**src/rtl/ppm_rx_pkg.sv**
```systemverilog
// Shared types and default constants for the PPM receive sequencer.
package ppm_rx_pkg;

   localparam int PPM_SLOTS_DEF        = 4;
   localparam int PPM_PREAMBLE_VAL_DEF = 0;

   typedef enum logic [2:0] {
      ST_IDLE = 3'd0,
      ST_ARM  = 3'd1,
      ST_SYNC = 3'd2,
      ST_DATA = 3'd3,
      ST_DONE = 3'd4,
      ST_ERR  = 3'd5
   } state_e;

   typedef enum logic [2:0] {
      ERR_NONE      = 3'd0,
      ERR_ERASURE   = 3'd1,
      ERR_COLLISION = 3'd2,
      ERR_PREAMBLE  = 3'd3,
      ERR_OVERFLOW  = 3'd4,
      ERR_TIMEOUT   = 3'd5
   } err_e;

endpackage

```
**src/rtl/ppm_rx_sequencer_slot_decoder.sv**
```systemverilog
// Per-symbol PPM slot decoder: counts slots, records the high slot and
// flags erasure (no pulse) or collision (two or more pulses) on the last slot.
module ppm_slot_decoder
   import ppm_rx_pkg::*;
#(
   parameter int SLOTS = PPM_SLOTS_DEF,
   localparam int SW = $clog2(SLOTS)
) (
   input  logic          clk,
   input  logic          reset_n,
   input  logic          tick,
   input  logic          data,
   input  logic          clr,
   output logic          sym_done,
   output logic [SW-1:0] sym_idx,
   output logic          zero_err,
   output logic          multi_err
);

   logic [SW-1:0] slot_cnt_q, slot_cnt_d;
   logic [SW-1:0] idx_q, idx_d, idx_upd;
   logic [1:0]    pulse_cnt_q, pulse_cnt_d, pulse_upd;

   always_comb begin
      idx_upd   = idx_q;
      pulse_upd = pulse_cnt_q;
      if (tick && data) begin
         idx_upd = slot_cnt_q;
         if (pulse_cnt_q != 2'd2) pulse_upd = pulse_cnt_q + 2'd1;
      end
      sym_done  = tick && (slot_cnt_q == SW'(SLOTS - 1));
      sym_idx   = idx_upd;
      zero_err  = (pulse_upd == 2'd0);
      multi_err = (pulse_upd == 2'd2);

      // Both an external clear and a completed symbol start the next symbol fresh.
      slot_cnt_d  = slot_cnt_q;
      idx_d       = idx_upd;
      pulse_cnt_d = pulse_upd;
      if (clr || sym_done) begin
         slot_cnt_d  = '0;
         idx_d       = '0;
         pulse_cnt_d = 2'd0;
      end else if (tick) begin
         slot_cnt_d = slot_cnt_q + 1'b1;
      end
   end

   always_ff @(posedge clk or negedge reset_n) begin
      if (!reset_n) begin
         slot_cnt_q  <= '0;
         idx_q       <= '0;
         pulse_cnt_q <= 2'd0;
      end else begin
         slot_cnt_q  <= slot_cnt_d;
         idx_q       <= idx_d;
         pulse_cnt_q <= pulse_cnt_d;
      end
   end

endmodule

```
**src/rtl/ppm_rx_sequencer.sv**
```systemverilog
// Frame-level PPM receive controller: arm, preamble check, symbol stream, rearm.
// Optional watchdog on slot_tick gaps enabled by defining PPM_RX_SEQ_WATCHDOG_EN.
module ppm_rx_sequencer
   import ppm_rx_pkg::*;
#(
   parameter int SLOTS          = PPM_SLOTS_DEF,
   parameter int PREAMBLE_SYMS  = 2,
   parameter int PREAMBLE_VAL   = PPM_PREAMBLE_VAL_DEF,
   parameter int SYMS_PER_FRAME = 16,
   parameter int TIMEOUT_CYC    = 1024,
   localparam int SW = $clog2(SLOTS)
) (
   input  logic          clk,
   input  logic          reset_n,
   input  logic          enable,
   input  logic          slot_tick,
   input  logic          slot_data,
   input  logic          sym_ready,
   output logic [SW-1:0] sym_data,
   output logic          sym_valid,
   output logic          rec_rearm,
   output logic          frame_start,
   output logic          frame_done,
   output logic [2:0]    err_code,
   output logic          busy
);

   localparam int PW = (PREAMBLE_SYMS > 1) ? $clog2(PREAMBLE_SYMS) : 1;
   localparam int DW = (SYMS_PER_FRAME > 1) ? $clog2(SYMS_PER_FRAME) : 1;
   localparam logic [SW-1:0] PRE_SYM = SW'(PREAMBLE_VAL);

   if ((SLOTS < 2) || ((SLOTS & (SLOTS - 1)) != 0) || (TIMEOUT_CYC < 2)) begin : g_bad_cfg
      $error("ppm_rx_sequencer: SLOTS must be a power of two >= 2 and TIMEOUT_CYC >= 2");
   end

   state_e        state_q, state_d;
   err_e          err_code_q, err_code_d, fail_code;
   logic [SW-1:0] sym_data_q, sym_data_d;
   logic          sym_valid_q, sym_valid_d;
   logic          rec_rearm_q, rec_rearm_d;
   logic          frame_start_q, frame_start_d;
   logic          frame_done_q, frame_done_d;
   logic [PW-1:0] pre_cnt_q, pre_cnt_d;
   logic [DW-1:0] dat_cnt_q, dat_cnt_d;
   logic          dec_tick, dec_clr, dec_done, dec_zero, dec_multi, fail, wd_timeout;
   logic [SW-1:0] dec_idx;

   ppm_slot_decoder #(.SLOTS(SLOTS)) u_dec (
      .clk      (clk),
      .reset_n  (reset_n),
      .tick     (dec_tick),
      .data     (slot_data),
      .clr      (dec_clr),
      .sym_done (dec_done),
      .sym_idx  (dec_idx),
      .zero_err (dec_zero),
      .multi_err(dec_multi)
   );

`ifdef PPM_RX_SEQ_WATCHDOG_EN
   localparam int TW = $clog2(TIMEOUT_CYC);
   logic [TW-1:0] wd_cnt_q, wd_cnt_d;

   always_comb begin
      wd_cnt_d   = '0;
      wd_timeout = 1'b0;
      if (((state_q == ST_SYNC) || (state_q == ST_DATA)) && !slot_tick) begin
         if (wd_cnt_q == TW'(TIMEOUT_CYC - 1)) wd_timeout = 1'b1;
         else wd_cnt_d = wd_cnt_q + 1'b1;
      end
   end

   always_ff @(posedge clk or negedge reset_n) begin
      if (!reset_n) wd_cnt_q <= '0;
      else          wd_cnt_q <= wd_cnt_d;
   end
`else
   assign wd_timeout = 1'b0;
`endif

   always_comb begin
      state_d       = state_q;
      err_code_d    = err_code_q;
      sym_data_d    = sym_data_q;
      sym_valid_d   = sym_valid_q;
      rec_rearm_d   = 1'b0;
      frame_start_d = 1'b0;
      frame_done_d  = 1'b0;
      pre_cnt_d     = pre_cnt_q;
      dat_cnt_d     = dat_cnt_q;
      dec_tick      = 1'b0;
      dec_clr       = 1'b1;
      fail          = 1'b0;
      fail_code     = ERR_NONE;

      if (sym_valid_q && sym_ready) sym_valid_d = 1'b0;

      if (!enable) begin
         if (state_q != ST_IDLE) begin
            state_d      = ST_IDLE;
            rec_rearm_d  = 1'b1;
            sym_valid_d  = 1'b0;
            frame_done_d = (state_q == ST_DONE);
         end
      end else begin
         unique case (state_q)
            ST_IDLE: state_d = ST_ARM;
            ST_ARM: begin
               pre_cnt_d = '0;
               dat_cnt_d = '0;
               // The first high tick is slot 0 of the first preamble symbol.
               if (slot_tick && slot_data) begin
                  dec_tick = 1'b1;
                  dec_clr  = 1'b0;
                  state_d  = ST_SYNC;
               end
            end
            ST_SYNC, ST_DATA: begin
               dec_tick = slot_tick;
               dec_clr  = 1'b0;
               if (wd_timeout) begin
                  fail = 1'b1; fail_code = ERR_TIMEOUT;
               end else if (dec_done) begin
                  if (dec_zero) begin
                     fail = 1'b1; fail_code = ERR_ERASURE;
                  end else if (dec_multi) begin
                     fail = 1'b1; fail_code = ERR_COLLISION;
                  end else if (state_q == ST_SYNC) begin
                     if (dec_idx != PRE_SYM) begin
                        fail = 1'b1; fail_code = ERR_PREAMBLE;
                     end else if (pre_cnt_q == PW'(PREAMBLE_SYMS - 1)) begin
                        frame_start_d = 1'b1;
                        err_code_d    = ERR_NONE;
                        state_d       = ST_DATA;
                     end else begin
                        pre_cnt_d = pre_cnt_q + 1'b1;
                     end
                  end else if (sym_valid_q && !sym_ready) begin
                     fail = 1'b1; fail_code = ERR_OVERFLOW;
                  end else begin
                     sym_data_d  = dec_idx;
                     sym_valid_d = 1'b1;
                     if (dat_cnt_q == DW'(SYMS_PER_FRAME - 1)) state_d = ST_DONE;
                     else dat_cnt_d = dat_cnt_q + 1'b1;
                  end
               end
            end
            ST_DONE: begin
               frame_done_d = 1'b1;
               rec_rearm_d  = 1'b1;
               state_d      = ST_ARM;
            end
            ST_ERR: begin
               rec_rearm_d = 1'b1;
               sym_valid_d = 1'b0;
               state_d     = ST_ARM;
            end
            default: state_d = ST_IDLE;
         endcase
      end

      if (fail) begin
         err_code_d = fail_code;
         state_d    = ST_ERR;
      end
   end

   always_ff @(posedge clk or negedge reset_n) begin
      if (!reset_n) begin
         state_q       <= ST_IDLE;
         err_code_q    <= ERR_NONE;
         sym_data_q    <= '0;
         sym_valid_q   <= 1'b0;
         rec_rearm_q   <= 1'b0;
         frame_start_q <= 1'b0;
         frame_done_q  <= 1'b0;
         pre_cnt_q     <= '0;
         dat_cnt_q     <= '0;
      end else begin
         state_q       <= state_d;
         err_code_q    <= err_code_d;
         sym_data_q    <= sym_data_d;
         sym_valid_q   <= sym_valid_d;
         rec_rearm_q   <= rec_rearm_d;
         frame_start_q <= frame_start_d;
         frame_done_q  <= frame_done_d;
         pre_cnt_q     <= pre_cnt_d;
         dat_cnt_q     <= dat_cnt_d;
      end
   end

   assign sym_data    = sym_data_q;
   assign sym_valid   = sym_valid_q;
   assign rec_rearm   = rec_rearm_q;
   assign frame_start = frame_start_q;
   assign frame_done  = frame_done_q;
   assign err_code    = err_code_q;
   assign busy        = (state_q == ST_SYNC) || (state_q == ST_DATA);

endmodule

```
**config.mk**
```make
export PLATFORM = sky130hd
export DESIGN_NAME = ppm_rx_sequencer
export DESIGN_NICKNAME = d
export VERILOG_FILES = /design/src/rtl/ppm_rx_pkg.sv /design/src/rtl/ppm_rx_sequencer_slot_decoder.sv /design/src/rtl/ppm_rx_sequencer.sv
export SDC_FILE = /design/constraint.sdc
export NUM_CORES = 1
export LEC_CHECK = 0
export CELL_PAD_IN_SITES_DETAIL_PLACEMENT = 0
export CELL_PAD_IN_SITES_GLOBAL_PLACEMENT = 2
export CORE_MARGIN = 8
export CORE_UTILIZATION = 34
export DETAILED_ROUTE_END_ITERATION = 6
export PLACE_DENSITY_LB_ADDON = 0.1
export SLEW_MARGIN = 10
export SYNTH_ARGS = -nofsm -noshare
export SYNTH_HDL_FRONTEND = slang
export SYNTH_HIERARCHICAL = 1
export SYNTH_SLANG_ARGS = --single-unit
export TNS_END_PERCENT = 10
```
**constraint.sdc**
```tcl
create_clock -name clk -period 3.3 [get_ports clk]
set_clock_uncertainty 0.1 [all_clocks]
set_input_delay 0.66 -clock clk [delete_from_list [all_inputs] [get_ports clk]]
set_output_delay 0.66 -clock clk [all_outputs]
set_load 0.01 [all_outputs]
```
# == Word level (Yosys, flattened, before mapping) ==
# Index checks and enable logic that the tools add are counted.
# word_totals
register_bits,23
inputBits,6
out_inout_bits,10
word_cells,164
# op_classes
addsub,4
eq_ne,28
mux,88
bitwise_logic,4
reduce_logical,28
# op_table
op,count
$mux W3,28
$mux W1,40
$mux W4,6
$ne A2 B2 Y1 const B,10
$ne A5 B5 Y1 const B,4
$mux W2,8
$ne A4 B4 Y1 const B,4
$reduce_and A8 Y1,2
$reduce_bool A2 Y1,8
$reduce_and A7 Y1,2
$pmux W3 S3,1
$reduce_and A9 Y1,1
$pmux W1 S2,4
$pmux W4 S2,1
$eq A3 B2 Y1 const B,2
$eq A3 B3 Y1 const B,2
$reduce_bool A3 Y1,2
$logic_and A1 B1 Y1,5
$add A2 B1 Y2 const B,2
$add A4 B1 Y4 const B,1
$eq A2 B2 Y1 const B,2
$eq A4 B4 Y1 const B,1
$ne A2 B1 Y1 const B,2
$not A1 Y1,4
other kinds (8),10

# == Depth between registers and ports, before layout ==
# logic_depth
depth_word,16
mapped_depth,13
mapped_depth_nobuf,12

# == By module ==
# Netlist, hierarchy kept.
# modules_own_cells
module,instances,cells_each,area_per_inst_um2,seq_area_each_um2
ppm_rx_sequencer,1,105,955.9,425.4
ppm_slot_decoder,1,38,386.6,150.1

# == Least setup slack after synthesis ==
# No wires, ideal clock.
# synth_path
path_kind,input-to-reg
from,input enable
to,register state_q[0]
t_arrival_ps,2607
required_time_ps,3096
path_slack_ps,489
path_stages,10
n_path_buf,2
cell_sequence,clkbuf_1 > nand2b_1 > nor3_1 > buf_4 > nand2_1 > mux2_2 > o21ai_2 > nand4_1 > or4_1 > o311ai_1
# synth_between
elab_chain_cells,13
word_cells_on_any_way,27
cone_classes,eq/ne (9); mux (12); reduce/logical (6)
# synth_rtl
element,line_no,text
from (decl),ppm_rx_sequencer.sv:15,"input logic enable,"
$mux W1 (*),ppm_rx_sequencer.sv:98,if (!enable) begin
net dec_tick,ppm_rx_sequencer.sv:45,"logic dec_tick, dec_clr, dec_done, dec_zero, dec_multi, fail, wd_timeout;"
$logic_and A1 B1 Y1 (*),ppm_rx_sequencer_slot_decoder.sv:27,if (tick && data) begin
$mux W2 (*),ppm_rx_sequencer_slot_decoder.sv:27,
net dec_idx[1],ppm_rx_sequencer.sv:46,logic [SW-1:0] dec_idx;
$reduce_bool A2 Y1 (*),ppm_rx_sequencer.sv:129,if (dec_idx != PRE_SYM) begin
$mux W1,ppm_rx_sequencer.sv:129,
$mux W1,ppm_rx_sequencer.sv:128,end else if (state_q == ST_SYNC) begin
$mux W1,ppm_rx_sequencer.sv:126,end else if (dec_multi) begin
$mux W1,ppm_rx_sequencer.sv:124,if (dec_zero) begin
$mux W1,ppm_rx_sequencer.sv:123,end else if (dec_done) begin
$mux W1,ppm_rx_sequencer.sv:106,unique case (state_q)
$mux W1,ppm_rx_sequencer.sv:98,
"$ne A5 B5 Y1 (no line), or another cell as far along",n/a,
$reduce_and A9 Y1 (no line),n/a,
to (signal assigned),ppm_rx_sequencer.sv:180,state_q <= state_d;
to (decl),ppm_rx_sequencer.sv:36,"state_e state_q, state_d;"
# Mark *: on every way through the listed nets, which the timed path passes. The rest lies on a longest branch.
# A chain may end at the register's enable or synchronous reset.

# == Worst setup path after layout ==
# layout_path
from,input enable
to,register dat_cnt_q[3]
# layout_between
elab_chain_cells,6
word_cells_on_any_way,10
cone_classes,eq/ne (4); mux (2); reduce/logical (4)
# layout_rtl
element,line_no,text
$mux W1,ppm_rx_sequencer.sv:98,
net dec_tick,ppm_rx_sequencer.sv:45,
$logic_and A1 B1 Y1,ppm_rx_sequencer_slot_decoder.sv:27,
$mux W2,ppm_rx_sequencer_slot_decoder.sv:27,
$eq A2 B2 Y1,ppm_rx_sequencer_slot_decoder.sv:34,multi_err = (pulse_upd == 2'd2);
net dec_multi,ppm_rx_sequencer.sv:45,
$ne A2 B2 Y1 (no line),n/a,
$reduce_and A8 Y1 (no line),n/a,
to (signal assigned),ppm_rx_sequencer.sv:188,dat_cnt_q <= dat_cnt_d;
to (decl),ppm_rx_sequencer.sv:44,"logic [DW-1:0] dat_cnt_q, dat_cnt_d;"
# The timed path passes the listed nets, and every way through them passes these cells.

==> results.py <==
metrics = {
    "run_status": {
        "outcome": "finished clean",
    },
    "layout": {
        "nets": 175,
        "nFillCells": 429,
        "final_cell_mix": "23 x dfrtp_1, 15 x clkdlybuf4s50_1, 11 x nand2_1",
        "drive_above_1_share_pct": 13.33,
        "antenna_cells": 0,
        "regArea_um2": 575.6,
        "areaGrowthSynthToFinish_pct": 21.71,
        "multiInputGateArea_um2": 701.9,
        "fin_cells": 215,
        "mostFrequentLayoutCell": "dfrtp_1",
    },
    "clock_network": {
        "clkLatencyLatePin_ns": 0.27,
        "cts_setup_buffers": 0,
        "path_clk_slew_ns": 0.09,
        "cts_hold_buf": 0,
        "cts_buffers": 3,
        "clockRootBuffer": "clkbuf_8",
        "cts_tree": "built",
        "clkSinkCount": 23,
        "cts_resized": 0,
        "clock_path_buffers": 2,
        "cts_max_level": 1,
    },
    "synthesis": {
        "synth-edff-count": 0,
        "synthMuxAreaShare_pct": 3.355,
        "synth_area_um2": 1343,
        "synth_fa_ha_area_share_pct": 2.796,
        "synthesis.nets": 152,
        "synth_top_family_by_area": "simple AND/OR/NAND/NOR gates",
        "synthArstFlopShare_pct": 100.0,
        "yosysSeqAreaShare_pct": 42.87,
        "yosys_warnings": 6,
        "synth-compound-area-share_pct": 21.81,
        "synthXorXnorAreaFrac_pct": 0,
        "ys.flop_type": "dfrtp_1",
        "synthSimpleGateAreaFrac_pct": 24.32,
        "postSynthCellCount": 143,
        "synth_seq_cells": 23,
        "syn-mean-instance-area_um2": 9.388,
        "synth.distinct_cells": 49,
    },
    "sta": {
        "fin_tns_setup_ns": 0,
        "rsz0062_at_grt": "false",
        "period_share_pct": 90.80,
        "slew_headroom_pct": 71.19,
        "fmaxAchievable_mhz": 333.7,
        "fin_crit_ns": 2.997,
        "hold_violations": 0,
        "setup_viol": 0,
        "fin_ws_ns": 0.3035,
        "slew_violations": 0,
        "worst_slew_pin_slew_ns": 0.4322,
    },
    "pwr": {
        "p_leak_nw": 0.6781,
        "power_density_nw_per_um2": 395.7,
        "power_mw": 0.6467,
        "ir_drop_v": 0.0001639,
    },
    "place": {
        "finalWeightedCongestion": 0.7785,
        "place_inst": 211,
        "port_buffers": 15,
        "hpwl_mm": 2.452,
        "dp_slack_ns": 0.03641,
    },
    "min_path": {
        "hold_class": "reg -> reg",
    },
    "global_route": {
        "top_usage_layer": "met2",
        "overflow": 0,
        "grtUsageMet3_pct": 2.483,
        "grt_use_met1_pct": 13.48,
        "grtUsageMet2_pct": 18.23,
        "antenna_found_initial": 0,
        "grt_pass1_wl_mm": 5.554,
        "grt_max_degree": 24,
        "grt_pass1_vias": 1157,
        "grt_usage_pct": 10.88,
    },
    "route": {
        "vias": 1145,
        "routedWlPerCell_um": 14.71,
        "wl_mm": 3.162,
        "ant_nets": 0,
        "first_iter_violations": 90,
        "routed_via_density": 5.326,
        "drc": 0,
        "dr.pass1.iters": 4,
    },
    "worst_setup_path": {
        "cp-startpoint": "enable",
        "worst_setup_path_end_kind": "register",
        "reg2reg_to": "dat_cnt_q[3]",
        "regToRegStartpoint": "state_q[2]",
        "cp-endpoint": "dat_cnt_q[3]",
        "arrival_ns": 3.09,
        "crit_type": "in -> reg",
        "reg2regPathDepth": 12,
        "worstPathMaxFanout": 10,
        "start_kind": "input pin",
        "required_ns": 3.40,
        "r2r_slack_ns": 0.44,
    },
    "floorplanning": {
        "design.portCount": 16,
        "rows": 23,
        "start_util_pct": 34.30,
        "design.core.area_um2": 3914,
        "dieArea_um2": 6216,
        "die_x_um": 78.84,
        "die_h_um": 78.84,
    },
    "job": {
        "cap_violations": 0,
    },
}
-- registers in the layout, indices dropped and copies added (netlist names), 2 cells and up --
register           flops
u_dec/idx_q            2
dat_cnt_q              4
err_code               3
sym_data               2
u_dec/slot_cnt_q       2
u_dec/pulse_cnt_q      2
state_q                3
-- metrics by stage --
step	utilization, %	cell area, um^2	hold WS, ns
after detailed placement	40.57	1588	0.3719
final	41.75	1634	0.3900
after global routing	41.75	1634	0.4338
after global placement	40.57	1588	0.3645
after floorplan	-	1343	0.2644
after CTS	41.75	1634	0.3923
-- worst min-delay path by stage --
| stage | cells after the start | to | slack [ns] | from |
|---|---|---|---|---|
| finish | 1 | err_code[1] | 0.39 | err_code[1] |
| global route | 1 | err_code[1] | 0.43 | err_code[1] |
| CTS | 1 | err_code[1] | 0.39 | err_code[1] |
| detailed placement | 1 | err_code[1] | 0.37 | err_code[1] |
| global placement | 1 | err_code[1] | 0.36 | err_code[1] |
| floorplan | 0 | dat_cnt_q[0] | 0.26 | reset_n |
-- cell usage after synthesis (all sizes together), types with 2 or more instances --
master,number,share of area [%]
inv,7,2.0
and3,2,0.93
dfrtp,23,43
or3b,2,1.5
nand3,6,2.2
o21ai,10,4.0
ha,3,2.8
o32ai,4,2.6
o2bb2ai,4,2.6
nand4,3,1.4
nor3b,2,1.5
mux2,4,3.4
nand3b,3,1.7
nor2b,2,0.93
clkbuf,3,0.84
and2,2,0.93
nand2b,9,4.2
nor3,2,0.75
a21oi,6,2.5
a31oi,4,1.9
nand2,11,3.1
nor2,9,2.5
buf,3,1.8
-- cell type report --
cell class | instances | area share, %
Clock buffer | 3 | 2.527
Timing Repair Buffer | 24 | 13.32
Inverter | 8 | 1.838
Tap cell | 50 | 3.828
Multi-Input combinational cell | 106 | 42.96
Sequential cell | 23 | 35.22
Clock inverter | 1 | 0.3063
-- where the power goes --
part	internal, mW	switching [mW]
sequential	0.292	0.0109
clock	0.0843	0.0947
combinational	0.0684	0.0962
-- per-layer routing --
| metal | vias up | share of wire (%) | wire, um |
|---|---|---|---|
| met2 | 18 | 49 | 1550 |
| met5 | - | 0 | 0 |
| met3 | 2 | 4.1 | 129 |
| met1 | 552 | 46 | 1466 |
| met4 | 0 | 0.54 | 17 |
| li1 | 573 | - | - |
-- kinds of logic after synthesis --
family | count (synthesis)
AND/OR/NAND/NOR | 58
flip-flops | 23
AO/OA/AOI/OAI | 41
multiplexers | 4
adder cells (fa/ha/maj) | 3
buffers and inverters | 14
-- worst max-delay path, stage by stage --
cell and delay [ns]:
clkdlybuf4s50_1 0.49, nand2b_1 0.08, nor3_1 0.18, buf_4 0.18
nand2_1 0.12, a31o_2 0.31, nor3b_2 0.25, nand4_1 0.27
or3_1 0.41, a21boi_1 0.15
No activity file was read; power rests on OpenSTA's default activity.
